### config.mk
export PLATFORM = sky130hd
export DESIGN_NAME = mem_arbiter_flat
export DESIGN_NICKNAME = d
export VERILOG_FILES = /design/src/rtl/mem_arbiter_if.sv /design/src/rtl/mem_arbiter.sv /design/src/flat_wrapper.sv
export SDC_FILE = /design/constraint.sdc
export NUM_CORES = 1
export LEC_CHECK = 0
export ABC_AREA = 0
export CAP_MARGIN = 5
export CORE_ASPECT_RATIO = 0.8
export CORE_MARGIN = 2
export CORE_UTILIZATION = 45
export DETAILED_ROUTE_END_ITERATION = 10
export DONT_BUFFER_PORTS = 1
export PLACE_DENSITY = 0.56
export REMOVE_ABC_BUFFERS = 1
export SETUP_SLACK_MARGIN = 0.2
export SYNTH_ARGS = -nofsm -noshare
export SYNTH_HDL_FRONTEND = slang
export SYNTH_SLANG_ARGS = --single-unit
### constraint.sdc
create_clock -name clk -period 2.82 [get_ports clk]
set_input_delay 0.141 -clock clk [delete_from_list [all_inputs] [get_ports clk]]
set_output_delay 0.141 -clock clk [all_outputs]
set_load 0.05 [all_outputs]
### src/rtl/mem_arbiter_if.sv
// Two requester ports (pipeline A, loader B) plus the shared data-memory port.
// slave = arbiter side, master = requesters/memory side.
interface mem_arbiter_if #(
   parameter int ADDR_W = 32,
   parameter int DATA_W = 32
);
   logic              a_req, a_we, a_done, a_stall;
   logic [ADDR_W-1:0] a_addr;
   logic [DATA_W-1:0] a_wdata, a_rdata;
   logic              b_req, b_we, b_done, b_gnt;
   logic [ADDR_W-1:0] b_addr;
   logic [DATA_W-1:0] b_wdata, b_rdata;
   logic [ADDR_W-1:0] mem_addr;
   logic [DATA_W-1:0] mem_wdata, mem_rdata;
   logic              mem_we, mem_re;

   modport slave (
      input  a_req, a_we, a_addr, a_wdata,
      output a_rdata, a_done, a_stall,
      input  b_req, b_we, b_addr, b_wdata,
      output b_rdata, b_done, b_gnt,
      output mem_addr, mem_wdata, mem_we, mem_re,
      input  mem_rdata
   );

   modport master (
      output a_req, a_we, a_addr, a_wdata,
      input  a_rdata, a_done, a_stall,
      output b_req, b_we, b_addr, b_wdata,
      input  b_rdata, b_done, b_gnt,
      input  mem_addr, mem_wdata, mem_we, mem_re,
      output mem_rdata
   );
endinterface

### src/rtl/mem_arbiter.sv
// Two-port arbiter for a single LAT-cycle data memory (pipeline A, loader B).
// Define MEM_ARB_ROUND_ROBIN_EN for round-robin ties; default is fixed priority to A.
module mem_arbiter #(
   parameter int ADDR_W = 32,
   parameter int DATA_W = 32,
   parameter int LAT    = 2
) (
   input  logic          clk,
   input  logic          rst,
   mem_arbiter_if.slave  bus
);
   typedef enum logic [1:0] {IDLE, BUSY_A, BUSY_B} state_t;

   localparam logic [3:0] LAST = 4'(LAT - 1);

   state_t            r_state, w_next;
   logic [3:0]        r_cnt;
   logic [ADDR_W-1:0] r_addr;
   logic [DATA_W-1:0] r_wdata;
   logic              r_we;
   logic              r_a_done, r_b_done;
   logic [DATA_W-1:0] r_a_rdata, r_b_rdata;
   logic              w_a_elig, w_b_elig, w_pick_a, w_pick_b, w_last, w_busy;

   // A port is not eligible in its own done cycle, so its dropping req never re-grants.
   assign w_a_elig = bus.a_req & ~r_a_done;
   assign w_b_elig = bus.b_req & ~r_b_done;
   assign w_last   = (r_cnt == LAST);
   assign w_busy   = (r_state != IDLE);

`ifdef MEM_ARB_ROUND_ROBIN_EN
   logic r_ptr_b;

   assign w_pick_a = w_a_elig & (~w_b_elig | ~r_ptr_b);

   always_ff @(posedge clk) begin
      if (rst)                             r_ptr_b <= 1'b0;
      else if (r_state == IDLE && w_pick_a) r_ptr_b <= 1'b1;
      else if (r_state == IDLE && w_pick_b) r_ptr_b <= 1'b0;
   end
`else
   assign w_pick_a = w_a_elig;
`endif
   assign w_pick_b = w_b_elig & ~w_pick_a;

   always_comb begin
      w_next = r_state;
      case (r_state)
         IDLE: begin
            if (w_pick_a)      w_next = BUSY_A;
            else if (w_pick_b) w_next = BUSY_B;
         end
         default: if (w_last) w_next = IDLE;
      endcase
   end

   always_ff @(posedge clk) begin
      if (rst) begin
         r_state   <= IDLE;
         r_cnt     <= 4'd0;
         r_addr    <= '0;
         r_wdata   <= '0;
         r_we      <= 1'b0;
         r_a_done  <= 1'b0;
         r_b_done  <= 1'b0;
         r_a_rdata <= '0;
         r_b_rdata <= '0;
      end else begin
         r_state  <= w_next;
         r_a_done <= (r_state == BUSY_A) && w_last;
         r_b_done <= (r_state == BUSY_B) && w_last;
         case (r_state)
            IDLE: begin
               r_cnt <= 4'd0;
               if (w_pick_a) begin
                  r_addr  <= bus.a_addr;
                  r_wdata <= bus.a_wdata;
                  r_we    <= bus.a_we;
               end else if (w_pick_b) begin
                  r_addr  <= bus.b_addr;
                  r_wdata <= bus.b_wdata;
                  r_we    <= bus.b_we;
               end
            end
            default: begin
               r_cnt <= r_cnt + 4'd1;
               if (w_last && !r_we) begin
                  if (r_state == BUSY_A) r_a_rdata <= bus.mem_rdata;
                  else                   r_b_rdata <= bus.mem_rdata;
               end
            end
         endcase
      end
   end

   assign bus.mem_addr  = w_busy ? r_addr  : '0;
   assign bus.mem_wdata = w_busy ? r_wdata : '0;
   assign bus.mem_we    = w_busy &  r_we;
   assign bus.mem_re    = w_busy & ~r_we;
   assign bus.a_rdata   = r_a_rdata;
   assign bus.a_done    = r_a_done;
   assign bus.a_stall   = bus.a_req & ~r_a_done;
   assign bus.b_rdata   = r_b_rdata;
   assign bus.b_done    = r_b_done;
   assign bus.b_gnt     = (r_state == BUSY_B);
endmodule
### src/flat_wrapper.sv
// flat-port wrapper written by rule: the top's interface ports become plain ports
module mem_arbiter_flat 
#(
   parameter int ADDR_W = 32,
   parameter int DATA_W = 32,
   parameter int LAT    = 2
)
  (clk, rst, bus_a_req, bus_a_we, bus_a_addr, bus_a_wdata, bus_a_rdata, bus_a_done, bus_a_stall, bus_b_req, bus_b_we, bus_b_addr, bus_b_wdata, bus_b_rdata, bus_b_done, bus_b_gnt, bus_mem_addr, bus_mem_wdata, bus_mem_we, bus_mem_re, bus_mem_rdata);
  mem_arbiter_if #(.ADDR_W(ADDR_W), .DATA_W(DATA_W)) bus_i ();
  input  logic clk;
  input  logic rst;
  input wire logic [$bits(bus_i.a_req)-1:0] bus_a_req;
  input wire logic [$bits(bus_i.a_we)-1:0] bus_a_we;
  input wire logic [$bits(bus_i.a_addr)-1:0] bus_a_addr;
  input wire logic [$bits(bus_i.a_wdata)-1:0] bus_a_wdata;
  output wire logic [$bits(bus_i.a_rdata)-1:0] bus_a_rdata;
  output wire logic [$bits(bus_i.a_done)-1:0] bus_a_done;
  output wire logic [$bits(bus_i.a_stall)-1:0] bus_a_stall;
  input wire logic [$bits(bus_i.b_req)-1:0] bus_b_req;
  input wire logic [$bits(bus_i.b_we)-1:0] bus_b_we;
  input wire logic [$bits(bus_i.b_addr)-1:0] bus_b_addr;
  input wire logic [$bits(bus_i.b_wdata)-1:0] bus_b_wdata;
  output wire logic [$bits(bus_i.b_rdata)-1:0] bus_b_rdata;
  output wire logic [$bits(bus_i.b_done)-1:0] bus_b_done;
  output wire logic [$bits(bus_i.b_gnt)-1:0] bus_b_gnt;
  output wire logic [$bits(bus_i.mem_addr)-1:0] bus_mem_addr;
  output wire logic [$bits(bus_i.mem_wdata)-1:0] bus_mem_wdata;
  output wire logic [$bits(bus_i.mem_we)-1:0] bus_mem_we;
  output wire logic [$bits(bus_i.mem_re)-1:0] bus_mem_re;
  input wire logic [$bits(bus_i.mem_rdata)-1:0] bus_mem_rdata;
  assign bus_i.a_req = bus_a_req;
  assign bus_i.a_we = bus_a_we;
  assign bus_i.a_addr = bus_a_addr;
  assign bus_i.a_wdata = bus_a_wdata;
  assign bus_a_rdata = bus_i.a_rdata;
  assign bus_a_done = bus_i.a_done;
  assign bus_a_stall = bus_i.a_stall;
  assign bus_i.b_req = bus_b_req;
  assign bus_i.b_we = bus_b_we;
  assign bus_i.b_addr = bus_b_addr;
  assign bus_i.b_wdata = bus_b_wdata;
  assign bus_b_rdata = bus_i.b_rdata;
  assign bus_b_done = bus_i.b_done;
  assign bus_b_gnt = bus_i.b_gnt;
  assign bus_mem_addr = bus_i.mem_addr;
  assign bus_mem_wdata = bus_i.mem_wdata;
  assign bus_mem_we = bus_i.mem_we;
  assign bus_mem_re = bus_i.mem_re;
  assign bus_i.mem_rdata = bus_mem_rdata;
  mem_arbiter #(.ADDR_W(ADDR_W), .DATA_W(DATA_W), .LAT(LAT)) u_core (.clk(clk), .rst(rst), .bus(bus_i));
endmodule
; ---- After elaboration in Yosys (flattened, before gate mapping)
; Index checks and enable logic that the tools add are counted.
[word_totals]
ff_bits = 137
out_inout_bits = 134
in_bits = 166
elab_cells = 50
[op_classes]
eq_ne = 4
mux = 12
bitwise = 11
reduce_logical = 13
n_addsub = 1
[ops]
columns = op, count
row1 = two-way mux 32 bit, 6
row2 = two-way mux 2 bit, 4
row3 = NOT 1 bit, 6
row4 = AND reduction 3 bit, 2
row5 = nonzero test 2 bit, 3
row6 = bitwise AND 1 bit, 5
row7 = "adder 4 x 1 -> 4 bit, second input constant", 1
row8 = "equality test 4 x 1 -> 1 bit, second input constant", 1
row9 = AND reduction 2 bit, 2
row10 = logical AND 1 bit, 3
row11 = "!= test 3 x 1 -> 1 bit, second input constant", 1
row12 = "equality test 2 x 1 -> 1 bit, second input constant", 1
row13 = "equality test 2 bit, second input constant", 1
row14 = logical NOT 2 bit, 1
row15 = two-way mux 1 bit, 2
row16 = OR reduction 2 bit, 1
row17 = logical NOT 1 bit, 1

; ---- Logic depth before layout (Yosys ltp)
; Gate-level depths: netlist of the first run.
[logic_depth]
ltp_word = 7
ltp_mapped = 8
mapped_depth_nobuf = 5

; ---- Worst setup path after synthesis of the first run
; Ideal clock, no wire load.
[synth_path]
path_type = register to register
startpoint = reg u_core.r_a_done (netlist: u_core.bus.a_done)
endpoint = reg u_core.r_addr[23]
t_required_ps = 2686
slack_ps = 925
setup_ps = 134
stages_incl_launch_ff = 7
t_arrival_ps = 1761
synth_period_minus_slack_ps = 1895
n_path_buf = 2
cell_sequence = dfxtp_1 nand2b_1 inv_2 buf_2 buf_2 mux2i_1 o211ai_1
[synth_between]
elab_chain_len = 6
word_cells_on_any_way = 7
classes_between = 1 x mux / 4 x bitwise / 2 x reduce/logical
[synth_rtl]
columns = element, line
row1 = "start, declared", mem_arbiter.sv:21  ; logic r_a_done, r_b_done;
row2 = "start signal, assigned", mem_arbiter.sv:70  ; r_a_done <= (r_state == BUSY_A) && w_last;
row3 = NOT 1 bit (*), --
row4 = bitwise AND 1 bit (*), --
row5 = net bus_a_stall, flat_wrapper.sv:18  ; output wire logic [$bits(bus_i.a_stall)-1:0] bus_a_stall;
row6 = NOT 1 bit, mem_arbiter.sv:44  ; assign w_pick_b = w_b_elig & ~w_pick_a;
row7 = bitwise AND 1 bit, mem_arbiter.sv:44
row8 = nonzero test 2 bit (no line), --
row9 = AND reduction 2 bit (no line), --
row10 = "end signal, assigned", mem_arbiter.sv:76  ; r_addr <= bus.a_addr;
row11 = "end signal, assigned", mem_arbiter.sv:80  ; r_addr <= bus.b_addr;
row12 = "end, declared", mem_arbiter.sv:18  ; logic [ADDR_W-1:0] r_addr;
; Mark *: on every way through the listed nets, which the timed path passes. The rest lies on a longest branch.
; A chain may end at the register's enable or synchronous reset.

; ---- Worst setup path after layout of the first run
[layout_path]
startpoint = reg u_core.r_a_done (netlist: u_core.bus.a_done)
endpoint = reg u_core.r_wdata[21]
[layout_between]
elab_chain_len = 6
word_cells_on_any_way = 7
classes_between = 1 x mux / 4 x bitwise / 2 x reduce/logical
[layout_rtl]
columns = element, line
row1 = NOT 1 bit (*), --
row2 = bitwise AND 1 bit (*), --
row3 = net bus_a_stall, flat_wrapper.sv:18
row4 = NOT 1 bit, mem_arbiter.sv:44
row5 = bitwise AND 1 bit, mem_arbiter.sv:44
row6 = nonzero test 2 bit (no line), --
row7 = AND reduction 2 bit (no line), --
row8 = "end signal, assigned", mem_arbiter.sv:77  ; r_wdata <= bus.a_wdata;
row9 = "end signal, assigned", mem_arbiter.sv:81  ; r_wdata <= bus.b_wdata;
row10 = "end, declared", mem_arbiter.sv:19  ; logic [DATA_W-1:0] r_wdata;
; Marks and branches as above.

==> impl_metrics.json, run 1 <==
{
  "status": "finished, final reports clean",
  "crit_chain": "buf_4, nand2b_2, inv_4, buf_12, mux2i_1, dlygate4sd3_1, o211ai_1",
  "rows": 40,
  "ys.warnings.count": 0,
  "vdd_drop_max_uv": 389.6,
  "grt_start_max_net_pins": 170,
  "clk_pin_slew_ns": 0.06,
  "ant_nets": 0,
  "num_vias": 6072,
  "slew_headroom_pct": 17.56,
  "num_io_pins": 300,
  "finish.utilization_pct": 61.81,
  "dr_wl_met2_um": 9818,
  "p_per_area_mw_per_mm2": 597.2,
  "cp.arrival_ns": 2.74,
  "max_slew.worst_pin.slew_ns": 1.237,
  "clock_sinks": 137,
  "gp_congestion": 0.7713,
  "setup_ws_ns": 0.3272,
  "start_kind": "flip-flop",
  "maxCapViolCount": 0,
  "wl_met3_um": 1474,
  "area_growth_pct": 33.24,
  "crit_family": "buffers and inverters",
  "globalRouteOverflowTotal": 0,
  "clkLatencyLatePin_ns": 0.42,
  "root_buffer": "clkbuf_16",
  "io_buffers": 0,
  "htreeDepth": 4,
  "cts_tree": "done",
  "fmax_mhz": 401.2,
  "slowest_stage": "dlygate4sd3_1",
  "period_share_pct": 88.40,
  "dieArea_sq_mm": 0.01665,
  "max_stage_delay_ns": 0.58,
  "drc": 0,
  "die_h_um": 115.8,
  "preCtsSetupSlack_ns": 0.5609,
  "core_area_sq_mm": 0.01516,
  "reg2reg_slack_ns": 0.33,
  "p_leak_uw": 0.003677,
  "maxSlewViolCount": 0,
  "hp-class": "in -> reg",
  "critPathKind": "reg -> reg",
  "avgRoutedWirePerCell_um": 17.20,
  "ys_seq_area_share_pct": 38.99,
  "grt_pass1_wl_um": 30060,
  "cts_buffer_depth": 2,
  "dr.first_iter.drc_count": 356,
  "drt_first_pass_iters": 5,
  "dpl.hpwl_um": 10990,
  "synth_area_sq_mm": 0.007034,
  "avgSynthCellArea_sq_um": 8.927,
  "diodes": 0,
  "die_x_um": 143.8,
  "routed_wl_um": 19500,
  "hold_viol_final": 0,
  "yosys_register_bits": 137,
  "cp_num_buf_inv": 4,
  "grt_use_total_pct": 22.87,
  "initial_core_util_pct": 46.39,
  "via_per_inst": 5.354,
  "critical_path.endpoint_type": "flip-flop",
  "min_period_ns": 2.493,
  "finalSetupTns_ns": 0,
  "highest_layer": "met4",
  "drt-met1-wl_um": 7802,
  "critical_path.max_fanout": 25,
  "num-nets-final": 1079,
  "placedCellCount": 938,
  "antenna_found_initial": 0,
  "required_ns": 3.06,
  "rsz0062_at_grt": "no",
  "grt_pass1_vias": 6070,
  "ys_types": 30,
  "drive_gt1_share_pct": 5.411,
  "finalSetupViolations": 0,
  "cts_buffers": 17,
  "finClkSkew_ns": 0.008425,
  "synthCells": 788,
  "fin_cells": 1134
}
metrics by stage:
step | total power (uW) | hold WS (ns) | instance area (sq um)
after floorplan | 2909 | 0.2101 | 6710
after global placement | 3055 | 0.2305 | 7102
after detailed placement | 3078 | 0.2417 | 7102
after CTS | 5633 | 0.1876 | 9373
after global routing | 5816 | 0.2426 | 9373
final | 5597 | 0.1838 | 9373
worst register-to-register path: stages (launching register included):
cell	delay (ns)
dfxtp_1	0.29
buf_4	0.18
nand2b_2	0.24
inv_4	0.35
buf_12	0.30
mux2i_1	0.27
dlygate4sd3_1	0.58
o211ai_1	0.09
repair_timing:
item | 4_1_cts | 5_1_grt
buffers inserted | 0 | 0
hold buffers | 164 | 0
resized for setup | 0 | 0
hold endpoints to repair | 137 | 0
cell usage in the layout (no fill, tap or decap), drive strengths merged, types with 3 or more instances in the layout:
cell           n
dlygate4sd3  163
dfxtp        137
mux2i        129
nand2b        99
nor2b         66
nand3         66
nand2         66
and2          65
o211ai        65
clkbuf        19
buf           11
clkinv         7
nor3           6
inv            4
nor2           3
bufinv         3
worst paths after layout:
path | cells past startpoint | endpoint | startpoint
worst max-delay path | 7 | u_core.r_wdata[21] | u_core.bus.a_done
worst min register to register | 1 | u_core.r_cnt[0] | u_core.r_cnt[0]
worst max register to register | 7 | u_core.r_wdata[21] | u_core.bus.a_done
worst min-delay path | 2 | u_core.r_state[0] | rst
cell type report:
type                            instances  area [sq um]
Sequential cell                       137          2743
Timing Repair Buffer                  174          1772
Fill cell                            1254          5792
Multi-Input combinational cell        579          3974
Tap cell                              210         262.8
Inverter                                2         10.01
Clock buffer                           19         442.9
Clock inverter                         13         168.9
report_power, final:
part | switching (uW) | total [uW] | internal (uW)
Combinational | 658 | 1110 | 448
Clock | 879 | 2300 | 1420
Sequential | 119 | 2190 | 2070
registers in the layout, summed over array words and instances (netlist names):
name and count:
u_core.bus.b_rdata 32, u_core.r_addr 32, u_core.r_cnt 4, u_core.bus.a_rdata 32, u_core.bus.a_done 1, u_core.bus.b_done 1, u_core.r_we 1, u_core.r_wdata 32
u_core.r_state 2
synth_stat cells:
library cell / count / share of area [%]
inv_1: 1 / 0.053
nand2_1: 66 / 3.5
nor3_2: 1 / 0.14
a21oi_1: 1 / 0.071
inv_2: 1 / 0.053
o211ai_1: 65 / 6.9
buf_6: 4 / 0.64
nand3_1: 66 / 4.7
nor2_1: 3 / 0.16
mux2i_1: 129 / 18
dfxtp_1: 137 / 39
and2_1: 65 / 5.8
nand2b_1: 99 / 8.8
nor3b_1: 2 / 0.21
a22oi_1: 1 / 0.11
a211o_1: 1 / 0.12
or3_1: 2 / 0.18
ha_1: 2 / 0.36
clkbuf_1: 56 / 3.0
or2_2: 1 / 0.089
or3b_1: 1 / 0.12
nor2b_1: 66 / 5.9
xor2_1: 1 / 0.12
buf_2: 3 / 0.21
buf_4: 3 / 0.32
buf_1: 3 / 0.16
nor3_1: 5 / 0.36
buf_12: 1 / 0.28
or3b_4: 1 / 0.16
xnor2_1: 1 / 0.12
per-layer routing:
layer  global-route usage, %  vias to the layer above
met5                       0                        -
met1                   25.80                     2858
li1                        -                     2933
met4                   8.758                        0
met2                   40.60                      249
met3                   7.190                       32
logic make-up after synthesis:
group	count (synthesis)	synth area share, %
fa+ha+maj	2	0.3557
compound gates	68	7.239
buf+inv	72	4.713
xor+xnor	2	0.2491
flops	137	38.99
mux	129	18.36
simple gates	378	30.10
Note: power is estimated with default switching activity, not from simulation.
==> inputs of run 2 (changes only) <==
--- a/config.mk
+++ b/config.mk
@@ -5,7 +5,7 @@
 export SDC_FILE = /design/constraint.sdc
 export NUM_CORES = 1
 export LEC_CHECK = 0
-export ABC_AREA = 0
+export ABC_AREA = 1
 export CAP_MARGIN = 5
 export CORE_ASPECT_RATIO = 0.8
 export CORE_MARGIN = 2
==> run 2 against run 1 <==
Compared with the run above:
- clock skew rose by 0.0023 ns
- worst setup slack improved by 0.056 ns
- via count rose by 19%
- die area fell by 4.8%
- register-to-register slack improved by 0.06 ns
- wire length rose by 5.5%
- fmax rose by 2.3%
- combinational power rose by 22%
- sequential share of layout area fell by 0.96 points
- critical path type unchanged
==> impl_metrics.json, run 2 <==
{
  "p_leak_uw": 0.004753,
  "synth_area_sq_mm": 0.006685,
  "dieArea_sq_mm": 0.01585,
  "clkLatencyLatePin_ns": 0.42,
  "maxSlewViolCount": 0,
  "maxCapViolCount": 0,
  "hold_viol_final": 0,
  "io_buffers": 0,
  "p_int_uw": 3874,
  "synth_top_area_share_pct": 41.03,
  "start_kind": "flip-flop",
  "holdPathStages": 4,
  "yosys.area.top_type": "dfxtp_1",
  "cts_tree": "done",
  "grt_pass1_vias": 6791,
  "critPathKind": "reg -> reg",
  "final_cell_mix": "nand2_1 (397), nor2_1 (266), dlygate4sd3_1 (184), dfxtp_1 (137), inv_1 (101)",
  "avgSynthCellArea_sq_um": 6.088,
  "critical_path.endpoint_type": "flip-flop",
  "routed_wl_um": 20580,
  "area_growth_pct": 44.96,
  "synth_edf_count": 0,
  "drc": 0,
  "switching_share_pct": 32.21,
  "drive_gt1_share_pct": 9.531,
  "core_area_sq_mm": 0.01440,
  "htreeDepth": 4,
  "period_share_pct": 86.41,
  "cts_buffers": 17,
  "synthTopCellsByArea": "dfxtp_1 (41%), nand2_1 (22%), nor2_1 (15%), nand4_1 (6.2%), inv_1 (5.8%)",
  "min_period_ns": 2.437,
  "fmax_mhz": 410.4,
  "placedCellCount": 1289,
  "r2r_cells": 7,
  "cts_buffer_depth": 2,
  "status": "finished, final reports clean",
  "max_stage_delay_ns": 0.58,
  "required_ns": 3.18,
  "diodes": 0,
  "synthArstFlopShare_pct": 0,
  "rsz0062_at_grt": "no",
  "clk_pin_slew_ns": 0.06,
  "finalSetupViolations": 0,
  "ys.flop_type": "dfxtp_1",
  "synthAdderAreaFrac_pct": 0.3743,
  "final_common_cell": "nand2_1",
  "post_cts_resized": 0,
  "drt_first_pass_iters": 5,
  "crit_chain": "ha_1, nand2_1, nor2_4, buf_4, nand4_1, a21oi_1, dlygate4sd3_1",
  "yosysMostFrequentCell": "nand2_1",
  "fin_cells": 1506,
  "initial_core_util_pct": 46.44,
  "finClkSkew_ns": 0.01068,
  "dpl.hpwl_um": 12300,
  "muxShareOfSynthArea_pct": 0,
  "pwr-share-seq_pct": 38.1,
  "rows": 39,
  "clock_sinks": 137,
  "slew_headroom_pct": 48.47,
  "hp-class": "in -> reg",
  "p_per_area_mw_per_mm2": 589.7,
  "stdcell_area_sq_mm": 0.009691,
  "num_io_pins": 300,
  "via_per_inst": 4.797,
  "yosys_register_bits": 137,
  "cp.arrival_ns": 2.79,
  "num_vias": 7225,
  "dr.first_iter.drc_count": 455,
  "synthCells": 1098,
  "root_buffer": "clkbuf_16",
  "place_area_sq_mm": 0.007251,
  "power.total_uw": 5714,
  "synth_top_family_by_area": "simple AND/OR/NAND/NOR gates",
  "avgRoutedWirePerCell_um": 13.66,
  "grt_pass1_wl_um": 33200,
  "ys_types": 19,
  "combinationalPowerShare_pct": 23.6,
  "switching_power_uw": 1840,
  "slowest_stage": "dlygate4sd3_1",
  "ys.warnings.count": 0,
  "antenna_found_initial": 0,
  "die_h_um": 113.0,
  "synth_simple_gate_area_share_pct": 44.49,
  "globalRouteOverflowTotal": 0,
  "ys_seq_area_share_pct": 41.03,
  "power_frac_clock_pct": 38.2,
  "max_slew.worst_pin.slew_ns": 0.7730,
  "die_x_um": 140.3,
  "synth_common_cells": "nand2_1 (398), nor2_1 (267), dfxtp_1 (137), inv_1 (103), nand4_1 (66)",
  "gp_congestion": 0.7689,
  "synth_compound_area_share_pct": 2.733,
  "critical_path.max_fanout": 24,
  "num-nets-final": 1477,
  "grt_start_max_net_pins": 69,
  "synth-xor-area-share_pct": 0.1310,
  "ant_nets": 0,
  "grt_use_total_pct": 25.82,
  "vdd_drop_max_uv": 491.3
}
-- run 2: final timing paths --
| check | start | end | slack [ns] |
|---|---|---|---|
| setup / recovery | u_core.r_cnt[0] | u_core.bus.b_rdata[22] | 0.38 |
| hold / removal | bus_a_wdata[21] | u_core.r_wdata[21] | 0.02 |
| setup reg to reg | u_core.r_cnt[0] | u_core.bus.b_rdata[22] | 0.38 |
| hold reg to reg | u_core.r_cnt[0] | u_core.r_cnt[0] | 0.47 |
-- run 2: cell families (layout without fill, tap and decap cells) --
| group | Yosys count | in the layout |
|---|---|---|
| and+or+nand+nor | 740 | 740 |
| buffers and inverters | 182 | 406 |
| DFF | 137 | 137 |
| AOI/OAI and AO/OA | 36 | 36 |
| adders and majority gates | 2 | 2 |
| xor gates and xnor gates | 1 | 1 |
-- run 2: worst max-delay path: cells and delay by family (launching register included) --
family | cells | cell delay, ns
buffers and inverters | 2 | 0.89
and+or+nand+nor | 3 | 0.69
DFF | 1 | 0.38
adders and majority gates | 1 | 0.23
AOI/OAI and AO/OA | 1 | 0.18
-- run 2: power groups by stage --
stage	clock [uW]	sequential, uW	combinational, uW
after floorplan	0	2220	813
after global placement	0	2220	1110
after detailed placement	0	2220	1110
after CTS	2230	2180	1340
after global routing	2320	2190	1500
final	2190	2180	1350
-- run 2: final cells by class --
| cell class | count | area, sq um |
|---|---|---|
| Timing Repair Buffer | 268 | 2535 |
| Fill cell | 1273 | 4705 |
| Clock buffer | 18 | 429.2 |
| Multi-Input combinational cell | 779 | 3206 |
| Tap cell | 184 | 230.2 |
| Sequential cell | 137 | 2743 |
| Inverter | 106 | 399.1 |
| Clock inverter | 14 | 148.9 |
-- run 2: timing repair --
action,4_1_cts,5_1_grt
setup buffers,0,0
hold buffers,185,0
hold endpoints to repair,128,0
-- run 2: through the flow --
stage / hold slack [ns] / worst slack (ns) / setup TNS, ns / util (%)
2_1_floorplan: 0.2101 / -0.7174 / -58.55 / -
3_3_place_gp: 0.2140 / 0.9912 / 0 / 50.37
3_5_place_dp: 0.2155 / 0.9696 / 0 / 50.37
4_1_cts: 0.007649 / 0.4550 / 0 / 67.32
5_1_grt: 0.01293 / 0.2186 / 0 / 67.32
6_report: 0.01615 / 0.3833 / 0 / 67.32
-- run 2: routing by layer --
metal | track usage, % | wire length (um)
met3 | 8.168 | 1414
met2 | 42.68 | 9584
met4 | 10.57 | 639
met5 | 0 | 0
met1 | 31.41 | 8937
